==> src/rtl/bht_predict_unit.sv <==
// Prediction front end of a 2-bit saturating-counter branch history table.
// Lookups read a counter and queue {index, counter}; in-order resolves pop, update and flag mispredicts.
module bht_predict_unit #(
  parameter int          PC_WIDTH   = 32,
  parameter int          INDEX_BITS = 6,
  parameter int          QDEPTH     = 4,
  parameter logic [1:0]  INIT_STATE = 2'd1
) (
  input  logic                       clk,
  input  logic                       reset,
  input  logic                       pred_req,
  input  logic [PC_WIDTH-1:0]        pred_pc,
  output logic                       pred_ready,
  output logic                       pred_valid,
  output logic                       pred_taken,
  input  logic                       res_valid,
  input  logic                       res_taken,
  input  logic                       flush,
  output logic                       mispredict,
  output logic                       res_err,
  output logic [$clog2(QDEPTH):0]    inflight
);

  localparam int PTR     = $clog2(QDEPTH);
  localparam int ENTRIES = 1 << INDEX_BITS;
  localparam logic [PTR:0] DEPTH_CNT = (PTR+1)'(QDEPTH);

  logic [1:0]            bht   [ENTRIES];
  logic [INDEX_BITS-1:0] q_idx [QDEPTH];
  logic [1:0]            q_ctr [QDEPTH];

  logic [PTR-1:0]        head;
  logic [PTR-1:0]        tail;
  logic [PTR:0]          count;

  logic [INDEX_BITS-1:0] lookup_idx;
  logic [1:0]            lookup_ctr;
  logic [INDEX_BITS-1:0] head_idx;
  logic [1:0]            head_ctr;
  logic [1:0]            next_ctr;
  logic                  accept;
  logic                  pop;
  logic                  unused_pc;

  assign unused_pc  = ^{pred_pc[PC_WIDTH-1:INDEX_BITS+2], pred_pc[1:0]};
  assign lookup_idx = pred_pc[INDEX_BITS+1:2];
  assign lookup_ctr = bht[lookup_idx];
  assign head_idx   = q_idx[head];
  assign head_ctr   = q_ctr[head];

  // Readiness depends only on the registered occupancy, so a same-cycle pop never frees a slot early.
  assign pred_ready = (count < DEPTH_CNT);
  assign accept     = pred_req && pred_ready;
  assign pop        = res_valid && (count != '0);
  assign inflight   = count;

  always_comb begin
    next_ctr = head_ctr;
    unique case (head_ctr)
      2'd0:    next_ctr = res_taken ? 2'd1 : 2'd0;
      2'd1:    next_ctr = res_taken ? 2'd2 : 2'd0;
      2'd2:    next_ctr = res_taken ? 2'd3 : 2'd1;
      default: next_ctr = res_taken ? 2'd3 : 2'd2;
    endcase
  end

  // The table write is non-blocking, so a same-cycle lookup of the same index sees the old counter.
  always_ff @(posedge clk) begin
    if (reset) begin
      for (int i = 0; i < ENTRIES; i++) bht[i] <= INIT_STATE;
      head       <= '0;
      tail       <= '0;
      count      <= '0;
      pred_valid <= 1'b0;
      pred_taken <= 1'b0;
      mispredict <= 1'b0;
      res_err    <= 1'b0;
    end else begin
      pred_valid <= accept && !flush;
      if (accept && !flush) pred_taken <= lookup_ctr[1];
      mispredict <= pop && (head_ctr[1] != res_taken);
      res_err    <= res_valid && (count == '0);

      if (pop) bht[head_idx] <= next_ctr;

      if (accept) begin
        q_idx[tail] <= lookup_idx;
        q_ctr[tail] <= lookup_ctr;
      end

      // Flush drops whatever survives the resolve, including a push made this very cycle.
      if (flush) begin
        head  <= '0;
        tail  <= '0;
        count <= '0;
      end else begin
        if (pop)    head <= head + PTR'(1);
        if (accept) tail <= tail + PTR'(1);
        count <= count + (PTR+1)'(accept) - (PTR+1)'(pop);
      end
    end
  end

endmodule

==> config.mk <==
export PLATFORM = sky130hd
export DESIGN_NAME = bht_predict_unit
export DESIGN_NICKNAME = d
export VERILOG_FILES = /design/src/rtl/bht_predict_unit.sv
export SDC_FILE = /design/constraint.sdc
export NUM_CORES = 1
export LEC_CHECK = 0
export ABC_AREA = 1
export CORE_ASPECT_RATIO = 1.4
export CORE_UTILIZATION = 45
export CTS_CLUSTER_SIZE = 12
export DETAILED_ROUTE_END_ITERATION = 10
export PLACE_DENSITY = 0.6
export SLEW_MARGIN = 25
export SYNTH_ARGS = -nofsm -noshare
export SYNTH_HDL_FRONTEND = slang
export SYNTH_SLANG_ARGS = --single-unit
==> constraint.sdc <==
create_clock -name clk -period 3 [get_ports clk]
set_input_delay 0.45 -clock clk [delete_from_list [all_inputs] [get_ports clk]]
set_output_delay 0.45 -clock clk [all_outputs]
set_load 0.03 [all_outputs]
-- Yosys cells after proc, flatten, opt, wreduce, memory -nomap -nowiden
Memories as Yosys holds them, arrays and structs flattened. A register that Yosys moved wholly into a read port is not among the register bits.
Cells that the tools add are included.
- flip-flop bits (word level): 11
- latch bits: 0
- RAM bits: 160
- bits in read-only memories: 0
- bits of input ports: 38
- output and inout port bits: 8
- word-level logic and storage cells: 49
- memories: 3
- $add $sub $neg: 4
- multipliers: 0
- div/mod/pow operators: 0
- magnitude comparators: 1
- equal/unequal tests: 3
- shift-type cells: 0
- mux-type cells: 20
- bitwise gates (word level): 0
- reductions and logical operators: 11
- memories (memory ; depth ; bits a word ; rd ports ; clocked after memory_dff ; wr ports ; line ; RTL):
    bht ; 64 ; 2 ; 1 ; 0 ; 64 ; 28 ; logic [1:0] bht [ENTRIES];
    q_idx ; 4 ; 6 ; 1 ; 1 ; 1 ; 29 ; logic [INDEX_BITS-1:0] q_idx [QDEPTH];
    q_ctr ; 4 ; 2 ; 1 ; 1 ; 1 ; 30 ; logic [1:0] q_ctr [QDEPTH];
- operators by type and width (operator ; number):
    $mux W2 ; 7
    $mux W1 ; 11
    $mux W6 ; 1
    $pmux W2 S3 ; 1
    $logic_and A1 B1 Y1 ; 5
    $add A2 B1 Y2 const B ; 2
    $reduce_or A2 Y1 ; 2
    $add A3 B1 Y3 ; 1
    $logic_not A3 Y1 ; 1
    $lt A3 B3 Y1 const B ; 1
    $reduce_bool A3 Y1 ; 1
    $sub A3 B1 Y3 ; 1
    $eq A2 B1 Y1 const B ; 1
    $eq A2 B2 Y1 const B ; 1
    $logic_not A2 Y1 ; 1
    $logic_not A1 Y1 ; 1
    $ne A1 B1 Y1 ; 1

-- Depth between registers and ports, before layout
- word-level depth: 7
- depth in mapped cells: 13

-- Worst setup path before layout
OpenSTA, ideal clock, no wires.
- kind: register -> register
- start: register count[2] (netlist: inflight[2])
- end: memory bht[0][0] (enable)
- setup time: 0.298 ns
- data arrival time: 1.756 ns
- data required time: 2.702 ns
- path slack: 0.946 ns
- cell stages (with the launch flop): 11
- path buffers: 2
- period minus slack after synthesis: 2.054 ns
- cell sequence: dfxtp_1 > nor3_1 > nor2_4 > inv_2 > nor2_2 > inv_2 > buf_6 > nor3_2 > buf_4 > nand2_1 > nand2_1
- RTL lines (what ; line ; RTL):
    start, declared ; 34 ; logic [PTR:0] count;
    start signal, assigned ; 99 ; count <= count + (PTR+1)'(accept) - (PTR+1)'(pop);
    end, declared ; 28 ;

==> metrics.md <==
| Metric | Value |
|---|---|
| Area grow syn2layout | `11.47%` |
| Hold Path Class | `reg2reg` |
| Max clock buf depth | `2` |
| Req. time, crit path | `3140 ps` |
| DRT antenna net count | `0` |
| CTS tree | `yes` |
| Relative slew slack | `0.4872` |
| Mean Syn Cell Area | `9.466 um2` |
| Max Freq | `0.4365 GHz` |
| Post-CTS Resized | `0` |
| Max Cap Viol | `0` |
| Worst VDD drop | `0.3998 mV` |
| Total gr overflow | `0` |
| Number of I/O port buffers | `19` |
| Slew Limit Fails | `0` |
| Synthesized flop and latch total | `173` |
| Largest net degree at the start of global routing | `69` |
| Final worst-path cycle share | `0.7637` |
| Post-layout min period | `2291 ps` |
| Core Area | `18680 um2` |
| Share of cells above drive strength 1 | `0.1435` |
| Setup violations, final | `0` |
| Final Hold Fails | `0` |
| CP startpoint kind | `flip-flop` |
| Register area share after synthesis | `0.5886` |
| H-Tree Depth | `4` |
| Critical path arrival | `2430 ps` |
| Initial Util | `0.4607` |
| Post-CTS Hold Fix Bufs | `0` |
| Worst Skew | `9.547 ps` |
| Rows | `59` |
| First-pass GRT wire length | `31.21 mm` |
| Gpl congestion | `0.7956` |
| Worst Tran Pin Value | `769.2 ps` |
| # IOs | `46` |
| Antenna violations before repair | `0` |
| Clock latency on the worst-skew pair | `430 ps` |
| Post-Syn Instances | `909` |
| Die footprint | `19690 um2` |
| Pwr Total | `5.328 mW` |
| Synth unique cells | `35` |
| Critical Path Sink Type | `flip-flop` |
| Setup TNS | `0 ps` |
| Hpwl dp | `13.00 mm` |
| 1st-pass router iterations | `5` |
| Power per cell area | `555.5 nW/um2` |
| Total Routing Usage GR | `0.2078` |
| Vias | `6341` |
| Routed vias/inst | `5.415` |
| Nets | `958` |
| Syn nets | `953` |
| Vias in the first global route | `6197` |
| Setup Buffers After CTS | `0` |
| FILL cells | `1739` |
| Post-Route WL | `19.58 mm` |
| DIE HEIGHT | `165.6 um` |
| CTS buffer count | `17` |
| P_leak | `3.419 nW` |
| DRT iter0 DRCs | `518` |
| Post-Synthesis Cell Area | `8605 um2` |
| Die X | `118.9 um` |
| Root buffer cell | `clkbuf_16` |
| Remaining DRCs | `0` |
| Ys Warns | `0` |
| Status | `completed` |
| Avg WL per Cell | `16.72 um` |
| CP max FO | `12` |
| RSZ-0062 raised after global routing | `false` |
| Worst setup path category | `reg2reg` |
| Antenna diodes | `0` |
| Sink Count | `173` |
| Clock transition at the registers of the reported paths | `70 ps` |
-- flip-flops by register name (all words and copies together) (netlist names), named ones only --
signal	count
q_ctr	8
bht	128
inflight	3
pred_valid	1
pred_taken	1
res_err	1
mispredict	1
q_idx	24
tail	2
head	2
-- cell usage after synthesis --
cell,count,area [um2]
a32oi_2,3,48.80
nor3_4,2,32.53
nor2_2,22,137.6
inv_6,1,8.760
edfxtp_1,160,4805
nand2_2,18,112.6
nand3_1,130,650.6
ha_1,5,62.56
a21oi_2,3,26.28
inv_2,10,37.54
buf_2,16,80.08
clkbuf_1,28,105.1
a21oi_1,10,50.05
nor3_1,1,5.000
o22ai_1,17,106.4
nor2_4,9,101.4
buf_4,5,37.54
nor2_1,98,367.9
nand2_1,267,1002
o21ai_4,1,16.27
buf_1,1,3.750
o21a_1,1,7.510
fa_1,1,20.02
inv_1,29,108.9
a32o_1,1,10.01
dfxtp_1,13,260.3
buf_6,9,101.4
nor2_8,1,20.02
a32oi_4,1,27.53
xnor2_1,1,8.760
o21ai_1,1,5.000
inv_4,1,6.260
nor3_2,2,20.02
nand2_4,1,11.26
o21ai_0,40,200.2
-- layout by cell type, fill, tap and decap left out, types with 6 or more instances in the layout --
master | netlist | routed
nand2_2 | 18 | 18
clkdlybuf4s50_1 | 0 | 18
nand3_1 | 130 | 130
edfxtp_1 | 160 | 160
o22ai_1 | 17 | 17
dfxtp_1 | 13 | 13
inv_2 | 10 | 11
a21oi_1 | 10 | 10
nor2_2 | 22 | 22
nand2_1 | 267 | 267
nor2_4 | 9 | 9
o21ai_0 | 40 | 40
clkbuf_16 | 0 | 18
buf_12 | 0 | 6
nor2_1 | 98 | 98
buf_4 | 5 | 20
inv_1 | 29 | 28
-- worst paths after layout --
| check | cells past startpoint | slack (ps) | end | from |
|---|---|---|---|---|
| worst min-delay path | 1 | 470 | head[0] | head[0] |
| worst max register to register | 8 | 710 | bht[20][1] | flip-flop |
| worst min register to register | 1 | 470 | head[0] | head[0] |
| worst max-delay path | 8 | 710 | bht[20][1] | flip-flop |
-- layer usage --
layer,up-vias,part of all wire,global-route usage
li1,3085,-,-
met1,3030,0.40,0.2379
met2,180,0.53,0.3819
met3,46,0.046,0.02686
met4,0,0.030,0.09301
met5,-,0,0
-- area by class of cell --
class | count | area, um2 | area share
multi-input cells | 636 | 3050 | 0.3180
flip-flops and latches | 173 | 5065 | 0.5280
well taps | 244 | 305.3 | 0.03183
clock buffers | 20 | 457.9 | 0.04774
repair buffers | 45 | 455.4 | 0.04748
inverters | 41 | 161.4 | 0.01683
clock inverters | 12 | 96.34 | 0.01004
-- logic make-up after synthesis --
kind of cell / count (synthesis) / share of synthesized area
and+or+nand+nor: 551 / 0.2860
DFF: 173 / 0.5886
buffers and inverters: 100 / 0.05686
AOI/OAI and AO/OA: 78 / 0.05788
adders and majority gates: 6 / 0.009597
xor gates and xnor gates: 1 / 0.001018
-- through the flow --
step	hold WS [ps]	instances	worst slack [ps]	util	instance area, um2
final	471.5	1171	708.8	0.5136	9592
after global routing	497.3	1171	544.5	0.5136	9592
after CTS	480.7	1171	657.3	0.5136	9592
after detailed placement	467.7	1139	407.4	0.4839	9037
after global placement	458.6	1139	448.7	0.4839	9037
after floorplan	443.5	909	946.3	-	8605
-- worst max-delay path, cell delays in order (launching register included) --
cell	delay, ps
dfxtp_1	450
inv_2	190
a32oi_2	360
inv_2	110
nor2_2	140
nand2_2	100
nor2_4	340
nand2_1	150
nand2_1	130
-- report_power, final --
part / total [mW] / switching (mW) / internal, mW
registers: 2.69 / 0.0151 / 2.68
clock network: 2.09 / 0.959 / 1.13
logic: 0.543 / 0.389 / 0.154
Power figures use the tool's default switching activity.
